[src/rtl/if_prefetch_pkg.sv]
`default_nettype none
// +----------------------------------------------------------------------+
// | Module  : if_prefetch_pkg                                            |
// | Brief   : Shared types and defaults for the if_prefetch fetch unit.  |
// |           FSM state encoding, default widths and counter sizing.     |
// | Revision: 1.0  initial release                                       |
// +----------------------------------------------------------------------+
package if_prefetch_pkg;

  // Fetch control FSM encoding (2 bits)
  typedef enum logic [1:0] {
    IF_IDLE  = 2'd0,
    IF_FETCH = 2'd1,
    IF_FLUSH = 2'd2
  } if_state_t;

  localparam int IF_CPU_WIDTH = 32;
  localparam int IF_DEPTH     = 4;
  localparam int IF_PC_STEP   = 4;

  // Counters must hold 0..DEPTH inclusive
  function automatic int cnt_width(input int depth);
    return $clog2(depth) + 1;
  endfunction

endpackage
`default_nettype wire

[src/rtl/if_prefetch_if.sv]
`default_nettype none
// +----------------------------------------------------------------------+
// | Module  : if_prefetch_if                                             |
// | Brief   : Bundle of redirect, imem request/response and decode-side  |
// |           handshake signals. master = fetch unit, slave = system.    |
// | Revision: 1.0  initial release                                       |
// +----------------------------------------------------------------------+
interface if_prefetch_if
  import if_prefetch_pkg::*;
#(
  parameter int CPU_WIDTH = IF_CPU_WIDTH
);
  logic                 redirect_valid;
  logic [CPU_WIDTH-1:0] redirect_pc;
  logic                 imem_req_valid;
  logic                 imem_req_ready;
  logic [CPU_WIDTH-1:0] imem_req_addr;
  logic                 imem_rsp_valid;
  logic [CPU_WIDTH-1:0] imem_rsp_data;
  logic                 inst_valid;
  logic                 inst_ready;
  logic [CPU_WIDTH-1:0] inst;
  logic [CPU_WIDTH-1:0] inst_pc;

  modport master (
    input  redirect_valid, redirect_pc,
    output imem_req_valid, imem_req_addr,
    input  imem_req_ready,
    input  imem_rsp_valid, imem_rsp_data,
    output inst_valid, inst, inst_pc,
    input  inst_ready
  );

  modport slave (
    output redirect_valid, redirect_pc,
    input  imem_req_valid, imem_req_addr,
    output imem_req_ready,
    output imem_rsp_valid, imem_rsp_data,
    input  inst_valid, inst, inst_pc,
    output inst_ready
  );
endinterface
`default_nettype wire

[src/rtl/if_prefetch_fifo.sv]
`default_nettype none
// +----------------------------------------------------------------------+
// | Module  : if_prefetch_fifo                                           |
// | Brief   : Synchronous FIFO with clear; push+pop allowed together     |
// |           even when full. DEPTH must be a power of 2, >= 2.          |
// | Revision: 1.0  initial release                                       |
// +----------------------------------------------------------------------+
module if_prefetch_fifo
  import if_prefetch_pkg::*;
#(
  parameter int WIDTH = 2 * IF_CPU_WIDTH,
  parameter int DEPTH = IF_DEPTH
) (
  input  wire logic                        clk,
  input  wire logic                        rst_n,
  input  wire logic                        push,
  input  wire logic [WIDTH-1:0]            push_data,
  input  wire logic                        pop,
  input  wire logic                        clear,
  output logic [WIDTH-1:0]                 head,
  output logic                             full,
  output logic                             empty,
  output logic [cnt_width(DEPTH)-1:0]      count
);
  localparam int             AW      = $clog2(DEPTH);
  localparam logic [AW:0]    DEPTH_C = (AW+1)'(DEPTH);

  logic [WIDTH-1:0] mem [DEPTH];
  logic [AW-1:0]    wr_ptr;
  logic [AW-1:0]    rd_ptr;
  logic [AW:0]      cnt;
  logic             do_push;
  logic             do_pop;

  // Accept a push when there is room or the head leaves in the same cycle
  always_comb begin
    do_pop  = pop && !empty;
    do_push = push && (!full || do_pop);
  end

  assign full  = (cnt == DEPTH_C);
  assign empty = (cnt == '0);
  assign count = cnt;
  assign head  = mem[rd_ptr];

  // Storage is not reset; the owner gates the head with empty
  always_ff @(posedge clk) begin
    if (do_push && !clear) begin
      mem[wr_ptr] <= push_data;
    end
  end

  // Pointer and occupancy bookkeeping; clear behaves like a local reset
  always_ff @(posedge clk) begin
    if (!rst_n || clear) begin
      wr_ptr <= '0;
      rd_ptr <= '0;
      cnt    <= '0;
    end else begin
      if (do_push) wr_ptr <= wr_ptr + 1'b1;
      if (do_pop)  rd_ptr <= rd_ptr + 1'b1;
      case ({do_push, do_pop})
        2'b10:   cnt <= cnt + 1'b1;
        2'b01:   cnt <= cnt - 1'b1;
        default: cnt <= cnt;
      endcase
    end
  end
endmodule
`default_nettype wire

[src/rtl/if_prefetch.sv]
`default_nettype none
// +----------------------------------------------------------------------+
// | Module  : if_prefetch                                                |
// | Brief   : Instruction fetch front end. Issues sequential imem        |
// |           requests, buffers {pc, inst} in a DEPTH-entry FIFO and     |
// |           hands them to decode; flushes on redirect and drops stale  |
// |           in-flight responses.                                       |
// |           Option macro IF_BYPASS_EN: zero-latency rsp->inst path     |
// |           when the FIFO is empty.                                    |
// | Revision: 1.0  initial release                                       |
// +----------------------------------------------------------------------+
module if_prefetch
  import if_prefetch_pkg::*;
#(
  parameter int                   CPU_WIDTH = IF_CPU_WIDTH,
  parameter int                   DEPTH     = IF_DEPTH,
  parameter logic [CPU_WIDTH-1:0] RESET_PC  = '0,
  parameter int                   PC_STEP   = IF_PC_STEP
) (
  input wire logic      clk,
  input wire logic      rst_n,
  if_prefetch_if.master bus
);
  localparam int                   W       = CPU_WIDTH;
  localparam int                   CW      = cnt_width(DEPTH);
  localparam logic [CW:0]          DEPTH_W = (CW+1)'(DEPTH);
  localparam logic [W-1:0]         STEP    = W'(PC_STEP);
  localparam logic [W-1:0]         ALIGN_M = ~(W'(3));

  if_state_t      state;
  logic [W-1:0]   fetch_pc;
  logic [W-1:0]   rsp_pc;
  logic [CW-1:0]  outstanding;
  logic [CW-1:0]  drop_cnt;

  logic           fifo_full;
  logic           fifo_empty;
  logic [CW-1:0]  fifo_count;
  logic [2*W-1:0] fifo_head;
  logic           fifo_push;
  logic           fifo_pop;

  logic [W-1:0]   redirect_pc_al;
  logic [CW-1:0]  out_after_rsp;
  logic [CW-1:0]  drop_next;
  logic [CW:0]    in_use;
  logic           req_valid;
  logic           req_fire;
  logic           rsp_keep;
  logic           bypass_hit;
  logic           inst_valid;
  logic [W-1:0]   inst_word;
  logic [W-1:0]   inst_addr;

  // Issue/response/drop decisions for the current cycle
  always_comb begin
    redirect_pc_al = bus.redirect_pc & ALIGN_M;
    out_after_rsp  = (bus.imem_rsp_valid && (outstanding != '0)) ?
                     outstanding - 1'b1 : outstanding;
    in_use         = {1'b0, outstanding} + {1'b0, fifo_count};
    req_valid      = (state == IF_FETCH) && (in_use < DEPTH_W) &&
                     !bus.redirect_valid;
    req_fire       = req_valid && bus.imem_req_ready;
    rsp_keep       = bus.imem_rsp_valid && (drop_cnt == '0) &&
                     !bus.redirect_valid;

    if (bus.redirect_valid) begin
      // everything still in flight after this cycle's response is stale
      drop_next = out_after_rsp;
    end else if (bus.imem_rsp_valid && (drop_cnt != '0)) begin
      drop_next = drop_cnt - 1'b1;
    end else begin
      drop_next = drop_cnt;
    end
  end

  // Decode-side presentation: FIFO head, or the live response when bypassing
  always_comb begin
`ifdef IF_BYPASS_EN
    bypass_hit = rsp_keep && fifo_empty;
`else
    bypass_hit = 1'b0;
`endif
    inst_valid = (!fifo_empty || bypass_hit) && !bus.redirect_valid;
    fifo_pop   = inst_valid && bus.inst_ready && !fifo_empty;
    fifo_push  = rsp_keep && !(bypass_hit && bus.inst_ready) &&
                 (!fifo_full || fifo_pop);
    if (!fifo_empty) begin
      inst_word = fifo_head[W-1:0];
      inst_addr = fifo_head[2*W-1:W];
    end else if (bypass_hit) begin
      inst_word = bus.imem_rsp_data;
      inst_addr = rsp_pc;
    end else begin
      inst_word = '0;
      inst_addr = '0;
    end
  end

  assign bus.imem_req_valid = req_valid;
  assign bus.imem_req_addr  = fetch_pc;
  assign bus.inst_valid     = inst_valid;
  assign bus.inst           = inst_word;
  assign bus.inst_pc        = inst_addr;

  // Fetch control FSM with PC, in-flight and drop counters
  always_ff @(posedge clk) begin
    if (!rst_n) begin
      state       <= IF_IDLE;
      fetch_pc    <= RESET_PC;
      rsp_pc      <= RESET_PC;
      outstanding <= '0;
      drop_cnt    <= '0;
    end else begin
      outstanding <= out_after_rsp + {{(CW-1){1'b0}}, req_fire};
      drop_cnt    <= drop_next;

      if (bus.redirect_valid) begin
        fetch_pc <= redirect_pc_al;
        rsp_pc   <= redirect_pc_al;
      end else begin
        if (req_fire) fetch_pc <= fetch_pc + STEP;
        if (rsp_keep) rsp_pc   <= rsp_pc + STEP;
      end

      case (state)
        IF_IDLE:  state <= IF_FETCH;
        IF_FETCH: if (bus.redirect_valid && (out_after_rsp != '0)) state <= IF_FLUSH;
        IF_FLUSH: if (drop_next == '0) state <= IF_FETCH;
        default:  state <= IF_IDLE;
      endcase
    end
  end

  if_prefetch_fifo #(
    .WIDTH (2 * W),
    .DEPTH (DEPTH)
  ) u_fifo (
    .clk       (clk),
    .rst_n     (rst_n),
    .push      (fifo_push),
    .push_data ({rsp_pc, bus.imem_rsp_data}),
    .pop       (fifo_pop),
    .clear     (bus.redirect_valid),
    .head      (fifo_head),
    .full      (fifo_full),
    .empty     (fifo_empty),
    .count     (fifo_count)
  );
endmodule
`default_nettype wire

[src/flat_wrapper.sv]
// flat-port wrapper written by rule: the top's interface ports become plain ports
module if_prefetch_flat import if_prefetch_pkg::*;
#(
  parameter int                   CPU_WIDTH = IF_CPU_WIDTH,
  parameter int                   DEPTH     = IF_DEPTH,
  parameter logic [CPU_WIDTH-1:0] RESET_PC  = '0,
  parameter int                   PC_STEP   = IF_PC_STEP
)
  (clk, rst_n, bus_redirect_valid, bus_redirect_pc, bus_imem_req_valid, bus_imem_req_addr, bus_imem_req_ready, bus_imem_rsp_valid, bus_imem_rsp_data, bus_inst_valid, bus_inst, bus_inst_pc, bus_inst_ready);
  if_prefetch_if #(.CPU_WIDTH(CPU_WIDTH)) bus_i ();
  input wire logic clk;
  input wire logic rst_n;
  input wire logic [$bits(bus_i.redirect_valid)-1:0] bus_redirect_valid;
  input wire logic [$bits(bus_i.redirect_pc)-1:0] bus_redirect_pc;
  output wire logic [$bits(bus_i.imem_req_valid)-1:0] bus_imem_req_valid;
  output wire logic [$bits(bus_i.imem_req_addr)-1:0] bus_imem_req_addr;
  input wire logic [$bits(bus_i.imem_req_ready)-1:0] bus_imem_req_ready;
  input wire logic [$bits(bus_i.imem_rsp_valid)-1:0] bus_imem_rsp_valid;
  input wire logic [$bits(bus_i.imem_rsp_data)-1:0] bus_imem_rsp_data;
  output wire logic [$bits(bus_i.inst_valid)-1:0] bus_inst_valid;
  output wire logic [$bits(bus_i.inst)-1:0] bus_inst;
  output wire logic [$bits(bus_i.inst_pc)-1:0] bus_inst_pc;
  input wire logic [$bits(bus_i.inst_ready)-1:0] bus_inst_ready;
  assign bus_i.redirect_valid = bus_redirect_valid;
  assign bus_i.redirect_pc = bus_redirect_pc;
  assign bus_imem_req_valid = bus_i.imem_req_valid;
  assign bus_imem_req_addr = bus_i.imem_req_addr;
  assign bus_i.imem_req_ready = bus_imem_req_ready;
  assign bus_i.imem_rsp_valid = bus_imem_rsp_valid;
  assign bus_i.imem_rsp_data = bus_imem_rsp_data;
  assign bus_inst_valid = bus_i.inst_valid;
  assign bus_inst = bus_i.inst;
  assign bus_inst_pc = bus_i.inst_pc;
  assign bus_i.inst_ready = bus_inst_ready;
  if_prefetch #(.CPU_WIDTH(CPU_WIDTH), .DEPTH(DEPTH), .RESET_PC(RESET_PC), .PC_STEP(PC_STEP)) u_core (.clk(clk), .rst_n(rst_n), .bus(bus_i));
endmodule
[config.mk]
export PLATFORM = sky130hd
export DESIGN_NAME = if_prefetch_flat
export DESIGN_NICKNAME = d
export VERILOG_FILES = /design/src/rtl/if_prefetch_pkg.sv /design/src/rtl/if_prefetch_if.sv /design/src/rtl/if_prefetch_fifo.sv /design/src/rtl/if_prefetch.sv /design/src/flat_wrapper.sv
export SDC_FILE = /design/constraint.sdc
export NUM_CORES = 1
export LEC_CHECK = 0
export ABC_AREA = 1
export ABC_CLOCK_PERIOD_IN_PS = 9700
export CORE_ASPECT_RATIO = 0.6
export CORE_MARGIN = 2
export CORE_UTILIZATION = 50
export CTS_BUF_LIST = sky130_fd_sc_hd__clkbuf_16
export CTS_CLUSTER_SIZE = 8
export DETAILED_ROUTE_END_ITERATION = 16
export PLACE_DENSITY = 0.8
export SLEW_MARGIN = 20
export SYNTH_ARGS = -nofsm -noshare
export SYNTH_HDL_FRONTEND = slang
export SYNTH_SLANG_ARGS = --single-unit
export TNS_END_PERCENT = 50
[constraint.sdc]
create_clock -name clk -period 9.7 [get_ports clk]
set_clock_uncertainty 0.05 [all_clocks]
set_input_delay 0.97 -clock clk [delete_from_list [all_inputs] [get_ports clk]]
set_output_delay 0.97 -clock clk [all_outputs]
set_load 0.02 [all_outputs]
[Word level (Yosys, flattened, before mapping)]
Memories as Yosys holds them, arrays and structs flattened. A register that Yosys moved wholly into a read port is not among the register bits.
Cells that the tools add are included.
Storage, ports and cells
  logic and storage cells: 81
  latch bits: 0
  bits in writable memories: 256
  memory bits (read-only): 0
  output and inout port bits: 98
  bits in registers: 79
  memories: 1
  input port bits: 70
Memory list
  u_core.u_fifo.mem: depth 4, bits a word 64, read ports 1, clocked after Yosys merged registers in 1, write ports 1, line if_prefetch_fifo.sv:28  | logic [WIDTH-1:0] mem [DEPTH];
Operators by class
  divide/modulo/power cells: 0
  reduce and logical (&&, ||, !) cells: 34
  equality and inequality tests: 7
  $lt $le $gt $ge: 1
  shift-type cells: 0
  bitwise gates (word level): 1
  add/sub/neg operators: 10
  $mul: 0
  muxes and demuxes: 17
Operator list (count)
  2-to-1 mux 32 bit: 6
  adder 32 x 3 -> 32 bit (second input constant): 2
  logical AND 1 bit: 15
  zero test 3 bit: 3
  2-to-1 mux 3 bit: 3
  nonzero test 3 bit: 3
  subtractor 3 x 1 -> 3 bit (second input constant): 3
  2-to-1 mux 2 bit: 4
  case mux 2 bit (3 select lines): 1
  case mux 3 bit (2 select lines): 1
  nonzero test 2 bit: 3
  adder 2 x 1 -> 2 bit (second input constant): 2
  adder 3 x 3 -> 4 bit: 1
  == test 2 x 1 -> 1 bit (second input constant): 2
  == test 2 bit (second input constant): 2
  zero test 1 bit: 4
  < comparator 4 x 3 -> 1 bit (second input constant): 1
  adder 3 x 1 -> 3 bit: 1
  adder 3 x 1 -> 3 bit (second input constant): 1
  == test 3 bit (second input constant): 1
  logical OR 1 bit: 3
  zero test 2 bit: 1
  2-to-1 mux 1 bit: 2
  != test 2 x 1 -> 1 bit (second input constant): 1
  4 further kinds: 4

[Longest topological paths before layout]
Gate-level depths: netlist (run 1).
  depth after elaboration: 11
  mapped depth: 12

[Hierarchy]
Synthesis (run 1) repeated with hierarchy kept, for this count alone.
Unflattened totals
  cell total of the unflattened synthesis: 1623
  area total of the unflattened synthesis: 15299.7 µm²
By module, submodules not included
  if_prefetch_fifo: cells each 688, area an instance 9984.6 µm², instances 1, sequential area each 7867.5 µm²
  if_prefetch: cells each 935, area an instance 5315.1 µm², instances 1, sequential area each 1361.3 µm²

[Worst setup path before layout (run 1)]
No wires, ideal clock.
  path kind: input to register
  start: input bus_imem_rsp_valid
  end: memory u_core.u_fifo.mem[0][0] in the netlist's numbering (enable)
  setup time: 0.482 ns
  stages on the path: 5
  arrival time: 4.167 ns
  path slack: 5.001 ns
  cells stage by stage: buf_2 nand3_2 nor2_2 o21ai_2 nor2_1
On the way
  word-level cells in the longest chain between the ends: 7
Ends and longest elaborated chain
  from (decl): line flat_wrapper.sv:18  | input wire logic [$bits(bus_i.imem_rsp_valid)-1:0] bus_imem_rsp_valid;
  logical AND 1 bit (2 in series): line if_prefetch.sv:64  | rsp_keep = bus.imem_rsp_valid && (drop_cnt == '0) &&
  logical AND 1 bit: line if_prefetch.sv:86  | fifo_push = rsp_keep && !(bypass_hit && bus.inst_ready) &&
  logical AND 1 bit: line if_prefetch_fifo.sv:38  | do_push = push && (!full || do_pop);
  logical AND 1 bit: line if_prefetch_fifo.sv:48  | if (do_push && !clear) begin
  2-to-1 mux 1 bit: line if_prefetch_fifo.sv:48
  2-to-1 mux 1 bit (implied by the code): line if_prefetch_fifo.sv:49  | mem[wr_ptr] <= push_data;
  to (decl): line if_prefetch_fifo.sv:28
No other way between the ends.

==> impl_metrics.py, run 1 <==
metrics = {
    "status": {
        "status": "finished, final reports clean",
    },
    "die": {
        "start_util_pct": 51.0,
        "die-width_um": 225,
        "die_y_um": 137,
        "core_um2": 28800,
        "io_pins": 168,
        "num_rows": 48,
        "die_area_um2": 30900,
    },
    "synthesis": {
        "ys_seq_elements": 325,
        "synth_top_cell_by_area": "edfxtp_1",
        "synth_xor_area_share_pct": 1.19,
        "ys_seq_area_share_pct": 61.1,
        "synth_warnings": 0,
        "netlist_instances": 1567,
        "synthTopCellsByArea": "edfxtp_1, dfxtp_1, nor2_1, nand2_1, o21ai_0",
        "synth-simple-area-share_pct": 20.6,
        "synth_edf_count": 248,
        "synthDominantCellAreaShare_pct": 50.6,
        "syn_area_per_cell_um2": 9.39,
        "synth_top_family_by_area": "simple AND/OR/NAND/NOR gates",
        "synth_area_um2": 14700,
        "synth-compound-area-share_pct": 10.8,
        "synthMuxAreaShare_pct": 0,
        "yosysUniqueCellTypes": 42,
        "async_flop_share_pct": 0,
        "ys.flop_type": "edfxtp_1",
        "synth_adder_area_share_pct": 1.41,
    },
    "cts": {
        "cts_setup_buffers": 0,
        "cts_buffers": 46,
        "insertion_delay_ns": 0.54,
        "cts.repair.resized": 0,
        "clock_path_buffers": 3,
        "cts_tree": "done",
        "clk_pin_slew_ns": 0.05,
        "holdBufCountCts": 0,
        "htree_num_levels": 2,
        "cts_num_sinks": 325,
        "cts-root-buf": "clkbuf_16",
    },
    "detailed_routing": {
        "drt_first_pass_iters": 8,
        "routedWlPerCell_um": 18.2,
        "drt_wl_total_um": 38300,
        "viasPerCell": 5.53,
        "drc": 0,
        "ant_nets": 0,
        "vias": 11600,
        "drtIter0Drc": 1074,
    },
    "run": {
        "drv_cap": 0,
    },
    "global_route": {
        "track_usage_pct": 24.5,
        "grt_pass1_wl_um": 58900,
        "grt_pass1_vias": 10900,
        "grt-ovfl-total": 0,
        "antenna_found_initial": 0,
        "grt_max_degree": 89,
    },
    "worst_hold_path": {
        "min_path_type": "flip-flop to flip-flop",
    },
    "timing": {
        "setup_viol": 0,
        "max_clock_freq_mhz": 221,
        "relSlewSlack_pct": 33.4,
        "fin_crit_sh_pct": 46.6,
        "worst_slew_pin_slew_ns": 0.999,
        "tns_ns": 0,
        "min_period_ns": 4.52,
        "slew_viol_final": 0,
        "finalHoldViolCount": 0,
        "rsz0062_at_grt": "no",
    },
    "pwr": {
        "ir_worst_vdd_mv": 0.174,
        "leakage_nw": 6.44,
        "p_per_area_nw_per_um2": 195,
    },
    "cells_and_area": {
        "nNetsFinal": 1804,
        "n_fill_cell": 2322,
        "final_cells": 2105,
        "finish.utilization_pct": 61.8,
        "syn2layout_area_growth_pct": 21.1,
        "drive_above_1_share_pct": 6.88,
        "n_antenna_cell": 0,
    },
    "placed_design": {
        "dp_hpwl_um": 23700,
        "place.gp.congestion": 0.932,
        "dp_cells": 2045,
        "port_buffers": 161,
    },
    "critical_path": {
        "crit_path_max_incr_delay_ns": 0.72,
        "cp.buffers_inverters": 3,
        "critical-path-top-delay-family": "buffers and inverters",
        "startpoint_type": "flip-flop",
        "critical_path_class": "flip-flop to output pin",
        "cp.required_ns": 8.68,
        "cp_cell_sequence": "inv_2, buf_4, o21ai_0, a21oi_1, clkdlybuf4s50_1",
        "crit_arrival_ns": 3.50,
        "critPathMaxFanout": 88,
        "slowest_stage": "buf_4",
        "cp-end-kind": "output pin",
    },
}
[flip-flops by register name, indices dropped and copies added, names as in the netlist, named ones only]
register                  count
u_core.u_fifo.rd_ptr          2
u_core.rsp_pc                30
u_core.u_fifo.mem           248
u_core.outstanding            3
u_core.drop_cnt               3
u_core.u_fifo.wr_ptr          2
u_core.state                  2
u_core.bus.imem_req_addr     30
u_core.u_fifo.count           3
[power by group]
group | internal (mW) | switching [mW] | total [mW]
registers | 1.58 | 0.0584 | 1.63
logic | 0.166 | 0.285 | 0.451
clock network | 0.837 | 0.553 | 1.39
total | 2.58 | 0.896 | 3.47
[cells by family (layout without fill, tap and decap cells)]
kind of cell,Yosys count,after routing
AND/OR/NAND/NOR,724,724
XOR/XNOR,20,20
other,1,4
flip-flops,325,325
AO/OA/AOI/OAI,307,307
adder cells (fa/ha/maj),16,16
buffers and inverters,174,334
[cell usage in the layout, fill, tap and decap left out, drive strengths merged]
master	count
o211ai	2
and2	3
dfxtp	77
nand2	257
nand4	7
clkinv	2
fa	1
a22o	1
o22ai	2
nor2	370
inv	113
clkdlybuf4s50	160
a21oi	112
xor2	18
nand3b	7
xnor2	2
edfxtp	248
buf	13
nor3	2
or2	2
a21o	2
nor2b	1
o21ai	170
nand3	74
clkbuf	46
ha	15
conb	4
and3	1
a31oi	13
o21bai	5
[Yosys cell counts (2+ instances only)]
cell type  number
clkbuf_1       43
nand3b_1        6
o21bai_1        5
ha_1           15
dfxtp_1        77
nand2_1       250
o22ai_1         2
o211ai_1        2
buf_4           6
xor2_1         18
nor2_1        347
buf_1           3
buf_2          19
buf_6           2
nand2_4         2
nor2_4          8
inv_1          89
nand4_1         7
nor2_2         15
xnor2_1         2
nand3_2         4
and2_1          3
o21ai_0       159
nor3_1          2
nand2_2         5
o21ai_1        10
a31oi_1        13
edfxtp_1      248
inv_2          12
a21oi_1       112
nand3_1        69
a21o_1          2
[per-stage QoR]
stage | power, mW | worst slack (ns) | hold slack, ns | cell area [um^2]
2_1_floorplan | 1.92 | 5.00 | 0.425 | 14700
3_3_place_gp | 2.08 | 5.20 | 0.454 | 16600
3_5_place_dp | 2.10 | 5.09 | 0.479 | 16600
4_1_cts | 3.49 | 5.14 | 0.494 | 17800
5_1_grt | 3.61 | 4.90 | 0.511 | 17800
6_report | 3.47 | 5.18 | 0.492 | 17800
[path summary, 6_finish.rpt]
path / startpoint / to / slack, ns / depth (start not counted)
min reg2reg: u_core.u_fifo.count[1] / u_core.u_fifo.count[1] / 0.49 / 2
max reg2reg: u_core.drop_cnt[0] / u_core.u_fifo.mem[3][4] / 6.62 / 7
min: u_core.u_fifo.count[1] / u_core.u_fifo.count[1] / 0.49 / 2
max: flip-flop / bus_inst_pc[9] / 5.18 / 5
[final cells by class]
cell class | instances | area (um^2) | share of cell area (%)
multi-input cells | 1071 | 5050 | 28.4
clock buffers | 46 | 1150 | 6.46
clock inverters | 14 | 76.3 | 0.428
repair buffers | 173 | 1700 | 9.52
well taps | 375 | 469 | 2.63
inverters | 101 | 379 | 2.13
flip-flops and latches | 325 | 8990 | 50.5
[tightest hold or removal path, stage by stage, from the launching register on]
cell	delay (ns)
dfxtp_1	0.32
o21ai_0	0.14
a21oi_1	0.04
[routing by layer]
layer	GRT usage [%]	vias to the layer above	part of all wire [%]
met1	35.8	5518	45
met5	0	-	0
met2	37.1	488	44
met4	5.59	0	1.7
li1	-	5566	-
met3	6.12	61	8.9
(Power assumes the default switching activity.)
==> run 2, diff against run 1 <==
ABC_CLOCK_PERIOD_IN_PS = 4200   (was 9700)
clock period = 4.2 ns   (was 9.7 ns; I/O delays follow)
==> impl_metrics.py, run 2 (synthesis gave the netlist of run 1 again) <==
metrics = {
    "status": {
        "status": "finished, final reports clean",
    },
    "cts": {
        "cts-root-buf": "clkbuf_16",
        "htree_num_levels": 2,
        "clock_path_buffers": 3,
        "cts_setup_buffers": 0,
        "holdBufCountCts": 0,
        "clk_pin_slew_ns": 0.05,
        "cts_num_sinks": 325,
        "insertion_delay_ns": 0.55,
        "cts.repair.resized": 0,
        "cts_buffers": 46,
        "cts_tree": "done",
    },
    "critical_path": {
        "critical_path_class": "flip-flop to output pin",
        "cp.buffers_inverters": 3,
        "crit_arrival_ns": 2.79,
        "rr_worst_depth": 12,
        "r2r-end": "u_core.u_fifo.count[2]",
        "critPathMaxFanout": 44,
        "cp-end-kind": "output pin",
        "slowest_stage": "clkdlybuf4s50_1",
        "cp.required_ns": 3.73,
        "critical-path-top-delay-family": "buffers and inverters",
        "crit_path_max_incr_delay_ns": 0.64,
        "reg2reg_setup_slack_ns": 1.44,
        "r2r_start": "u_core.u_fifo.count[1]",
        "startpoint_type": "flip-flop",
        "cp_cell_sequence": "inv_2, buf_4, o21ai_0, a21oi_1, clkdlybuf4s50_1",
    },
    "global_route": {
        "grt_pass1_wl_um": 58900,
        "track_usage_pct": 24.7,
        "grt_pass1_vias": 10800,
        "grt_max_degree": 125,
        "antenna_found_initial": 0,
        "grt-ovfl-total": 0,
    },
    "run": {
        "drv_cap": 0,
    },
    "worst_hold_path": {
        "min_path_type": "input port to flip-flop",
        "holdPathEnd": "u_core.rsp_pc[6]",
        "hp-start": "bus_redirect_valid",
        "min_path_cells": 3,
    },
    "timing": {
        "rsz0062_at_grt": "no",
        "max_clock_freq_mhz": 307,
        "fin_crit_sh_pct": 77.5,
        "setup_viol": 0,
        "worst_slew_pin_slew_ns": 0.847,
        "min_period_ns": 3.26,
        "relSlewSlack_pct": 43.5,
        "slew_viol_final": 0,
        "finalHoldViolCount": 0,
        "tns_ns": 0,
    },
    "cells_and_area": {
        "final_common_cell": "nor2_1",
        "n_antenna_cell": 0,
        "nNetsFinal": 1814,
        "finish.utilization_pct": 62.3,
        "largest_reg_flops": 248,
        "n_fill_cell": 2299,
        "syn2layout_area_growth_pct": 22.1,
        "layout_common_cells": "nor2_1, nand2_1, edfxtp_1",
        "top_register": "u_core.u_fifo.mem",
        "drive_above_1_share_pct": 7.34,
    },
    "die": {
        "io_pins": 168,
        "start_util_pct": 51.0,
        "die_y_um": 137,
        "die_area_um2": 30900,
        "core_um2": 28800,
        "die-width_um": 225,
        "num_rows": 48,
    },
    "detailed_routing": {
        "routedWlPerCell_um": 18.0,
        "drtIter0Drc": 1339,
        "vias": 11600,
        "drt_wl_total_um": 38100,
        "drc": 0,
        "ant_nets": 0,
        "drt_first_pass_iters": 8,
        "viasPerCell": 5.49,
    },
    "pwr": {
        "pwr-share-clk_pct": 40.4,
        "intPower_mw": 6.00,
        "seqPwrFrac_pct": 46.6,
        "p_per_area_nw_per_um2": 450,
        "power_frac_comb_pct": 12.9,
        "p_sw_share_pct": 25.8,
        "ir_worst_vdd_mv": 0.372,
        "leakage_nw": 6.53,
        "switchingPower_mw": 2.09,
        "total_power_mw": 8.09,
    },
    "placed_design": {
        "place.gp.congestion": 0.933,
        "dp_hpwl_um": 23900,
        "port_buffers": 161,
    },
}
-- run 2: cell count changes in the layout (fill, tap and decap cells not counted), sizes merged --
cell,delta
inv,+2
clkbuf,+1
clkinv,+1
buf,+10
-- run 2: worst max-delay path by stage --
stage | from | to | slack [ns] | cells after the start
after floorplan | bus_imem_rsp_valid | u_core.u_fifo.mem[0][0] | 0.05 | 5
after global placement | bus_inst_ready | u_core.u_fifo.count[2] | 1.22 | 11
after detailed placement | bus_inst_ready | u_core.u_fifo.count[2] | 1.17 | 11
after CTS | flip-flop | bus_inst[29] | 0.91 | 5
after global routing | flip-flop | bus_inst[29] | 0.75 | 5
final | flip-flop | bus_inst[29] | 0.94 | 5
-- run 2: power by group through the flow --
stage	sequential, mW	clock, mW	combinational, mW
floorplan	3.81	0	0.623
global placement	3.82	0	1.00
global route	3.78	3.44	1.16
finish	3.77	3.27	1.05
detailed placement	3.83	0	1.03
CTS	3.77	3.31	1.04
-- run 2: final cells by class --
class / count / area (um^2) / share of cell area [%]
clock buffers: 47 / 1180 / 6.55
clock inverters: 17 / 88.8 / 0.494
inverters: 101 / 379 / 2.11
multi-input cells: 1071 / 5050 / 28.1
flip-flops and latches: 325 / 8990 / 50.1
well taps: 375 / 469 / 2.61
repair buffers: 183 / 1810 / 10.1
-- run 2: worst register-to-register path: stages, from the launching register on --
cell and delay (ns):
dfxtp_1 0.32, inv_1 0.11, nand3_1 0.13, nand3_1 0.12
inv_1 0.08, o21ai_2 0.60, ha_1 0.26, inv_1 0.07
fa_1 0.39, a21oi_1 0.17, o21ai_0 0.13, o21ai_0 0.16
a21oi_1 0.07
-- run 2: per-stage QoR --
step | hold slack (ns) | instance area, um^2 | cells | setup slack [ns]
3_5_place_dp | 0.474 | 16700 | 2055 | 1.17
3_3_place_gp | 0.454 | 16700 | 2055 | 1.22
6_report | 0.305 | 18000 | 2119 | 0.945
5_1_grt | 0.309 | 18000 | 2119 | 0.748
2_1_floorplan | 0.425 | 14700 | 1570 | 0.0509
4_1_cts | 0.294 | 18000 | 2119 | 0.914
-- run 2: metal layers --
layer	GRT usage, %	vias up	routed length, um
met2	37.1	517	16800
met3	5.17	54	3620
met4	6.40	0	603
met5	0	-	0
met1	36.4	5469	17000
li1	-	5597	-
==> run 3, diff against run 2 <==
ABC_CLOCK_PERIOD_IN_PS = 3070   (was 4200)
clock period = 3.07 ns   (was 4.2 ns; I/O delays follow)
==> impl_metrics.py, run 3 (synthesis gave the netlist of run 1 again) <==
metrics = {
    "critical_path": {
        "r2r-end": "u_core.u_fifo.count[2]",
        "cp_cell_sequence": "inv_2, buf_12, o21ai_0, a21oi_1, clkdlybuf4s50_1",
        "cp-end-kind": "output pin",
        "startpoint_type": "flip-flop",
        "crit_path_max_incr_delay_ns": 0.67,
        "critPathMaxFanout": 90,
        "reg2reg_setup_slack_ns": 0.78,
        "critical-path-top-delay-family": "buffers and inverters",
        "cp.required_ns": 2.71,
        "r2r_start": "u_core.u_fifo.count[1]",
        "slowest_stage": "clkdlybuf4s50_1",
        "rr_worst_depth": 12,
        "cp.buffers_inverters": 3,
        "critical_path_class": "flip-flop to output pin",
        "crit_arrival_ns": 2.60,
    },
    "timing": {
        "worst_slew_pin_slew_ns": 0.604,
        "tns_ns": 0,
        "slew_viol_final": 0,
        "min_period_ns": 2.96,
        "fin_crit_sh_pct": 96.4,
        "relSlewSlack_pct": 59.7,
        "setup_viol": 0,
        "max_clock_freq_mhz": 338,
        "finalHoldViolCount": 0,
        "rsz0062_at_grt": "yes",
    },
    "cells_and_area": {
        "top_register": "u_core.u_fifo.mem",
        "fin_area_um2": 18100,
        "area.sequential_um2": 8990,
        "n_fill_cell": 2281,
        "syn2layout_area_growth_pct": 23.3,
        "largest_reg_flops": 248,
        "layout_common_cells": "nor2_1, nand2_1, edfxtp_1",
        "n_antenna_cell": 0,
        "drive_above_1_share_pct": 7.94,
        "nNetsFinal": 1824,
        "final_common_cell": "nor2_1",
        "finish.utilization_pct": 62.9,
        "multi_input_area_um2": 5050,
    },
    "cts": {
        "cts_num_sinks": 325,
        "cts_buffers": 46,
        "clock_path_buffers": 3,
        "insertion_delay_ns": 0.54,
        "cts-root-buf": "clkbuf_16",
        "cts_tree": "done",
        "clk_pin_slew_ns": 0.05,
        "htree_num_levels": 2,
        "holdBufCountCts": 0,
    },
    "die": {
        "die_area_um2": 30900,
        "die_y_um": 137,
        "num_rows": 48,
        "io_pins": 168,
        "start_util_pct": 51.0,
        "core_um2": 28800,
        "die-width_um": 225,
    },
    "placed_design": {
        "dp_hpwl_um": 25200,
        "port_buffers": 161,
        "place.gp.congestion": 0.916,
        "placed_cell_area_um2": 16800,
    },
    "global_route": {
        "grt_pass1_vias": 11100,
        "grt-ovfl-total": 0,
        "antenna_found_initial": 0,
        "track_usage_pct": 25.1,
        "grt_pass1_wl_um": 59900,
        "grt_max_degree": 91,
    },
    "detailed_routing": {
        "ant_nets": 0,
        "vias": 11900,
        "drt_wl_total_um": 38900,
        "routedWlPerCell_um": 18.2,
        "drt_first_pass_iters": 5,
        "drc": 0,
        "viasPerCell": 5.54,
        "drtIter0Drc": 1341,
    },
    "pwr": {
        "ir_worst_vdd_mv": 0.467,
        "leakage_nw": 6.65,
        "p_per_area_nw_per_um2": 617,
    },
    "status": {
        "status": "finished, final reports clean",
    },
    "run": {
        "drv_cap": 0,
    },
    "worst_hold_path": {
        "min_path_type": "input port to flip-flop",
        "holdPathEnd": "u_core.bus.imem_req_addr[5]",
        "hp-start": "bus_redirect_valid",
        "min_path_cells": 3,
    },
}
-- run 3: area by class of cell --
type,instances,share of cell area (%)
Clock buffer,49,6.76
Clock inverter,24,0.503
Inverter,101,2.12
Multi-Input combinational cell,1071,27.8
Sequential cell,325,49.6
Tap cell,375,2.59
Timing Repair Buffer,193,10.6
-- run 3: repair_timing --
action	CTS	global route
endpoints found under the hold margin	0	0
setup endpoints to repair	6	48
gates resized for setup	0	8
setup buffers	1	0
-- run 3: how the worst max path moves through the flow --
stage | to | from | slack [ns] | cells after the start
global placement | bus_inst_pc[22] | flip-flop | 0.47 | 6
CTS | bus_inst_pc[22] | flip-flop | 0.01 | 6
finish | bus_inst_pc[11] | flip-flop | 0.11 | 5
detailed placement | bus_inst_pc[22] | flip-flop | 0.47 | 6
floorplan | u_core.u_fifo.mem[0][0] | u_core.drop_cnt[0] | -1.03 | 6
global route | bus_inst_pc[30] | flip-flop | -0.002 | 5
-- run 3: where the power goes --
group / total [mW] / internal [mW] / switching (mW)
Sequential: 5.16 / 4.97 / 0.184
Combinational: 1.47 / 0.552 / 0.916
Clock: 4.56 / 2.80 / 1.76
Total: 11.2 / 8.33 / 2.86
-- run 3: worst min-delay path: cells and delay by family --
family | cells | cell delay, ns
buffers and inverters | 1 | 0.20
AND/OR/NAND/NOR | 1 | 0.18
AO/OA/AOI/OAI | 1 | 0.07
-- run 3: metal layers --
metal	up-vias	global-route usage, %	wire length (um)
met4	0	6.95	780
met2	569	37.5	17100
met1	5592	36.2	17000
met5	-	0	0
met3	63	6.61	4040
li1	5626	-	-
-- run 3: stage by stage --
stage / power, mW / hold WS, ns / setup WS, ns / cells
5_1_grt: 11.6 / 0.232 / -0.00214 / 2138
3_5_place_dp: 6.68 / 0.467 / 0.474 / 2064
2_1_floorplan: 6.07 / 0.356 / -1.03 / 1570
4_1_cts: 11.2 / 0.203 / 0.0106 / 2138
6_report: 11.2 / 0.222 / 0.110 / 2138
3_3_place_gp: 6.62 / 0.455 / 0.472 / 2064
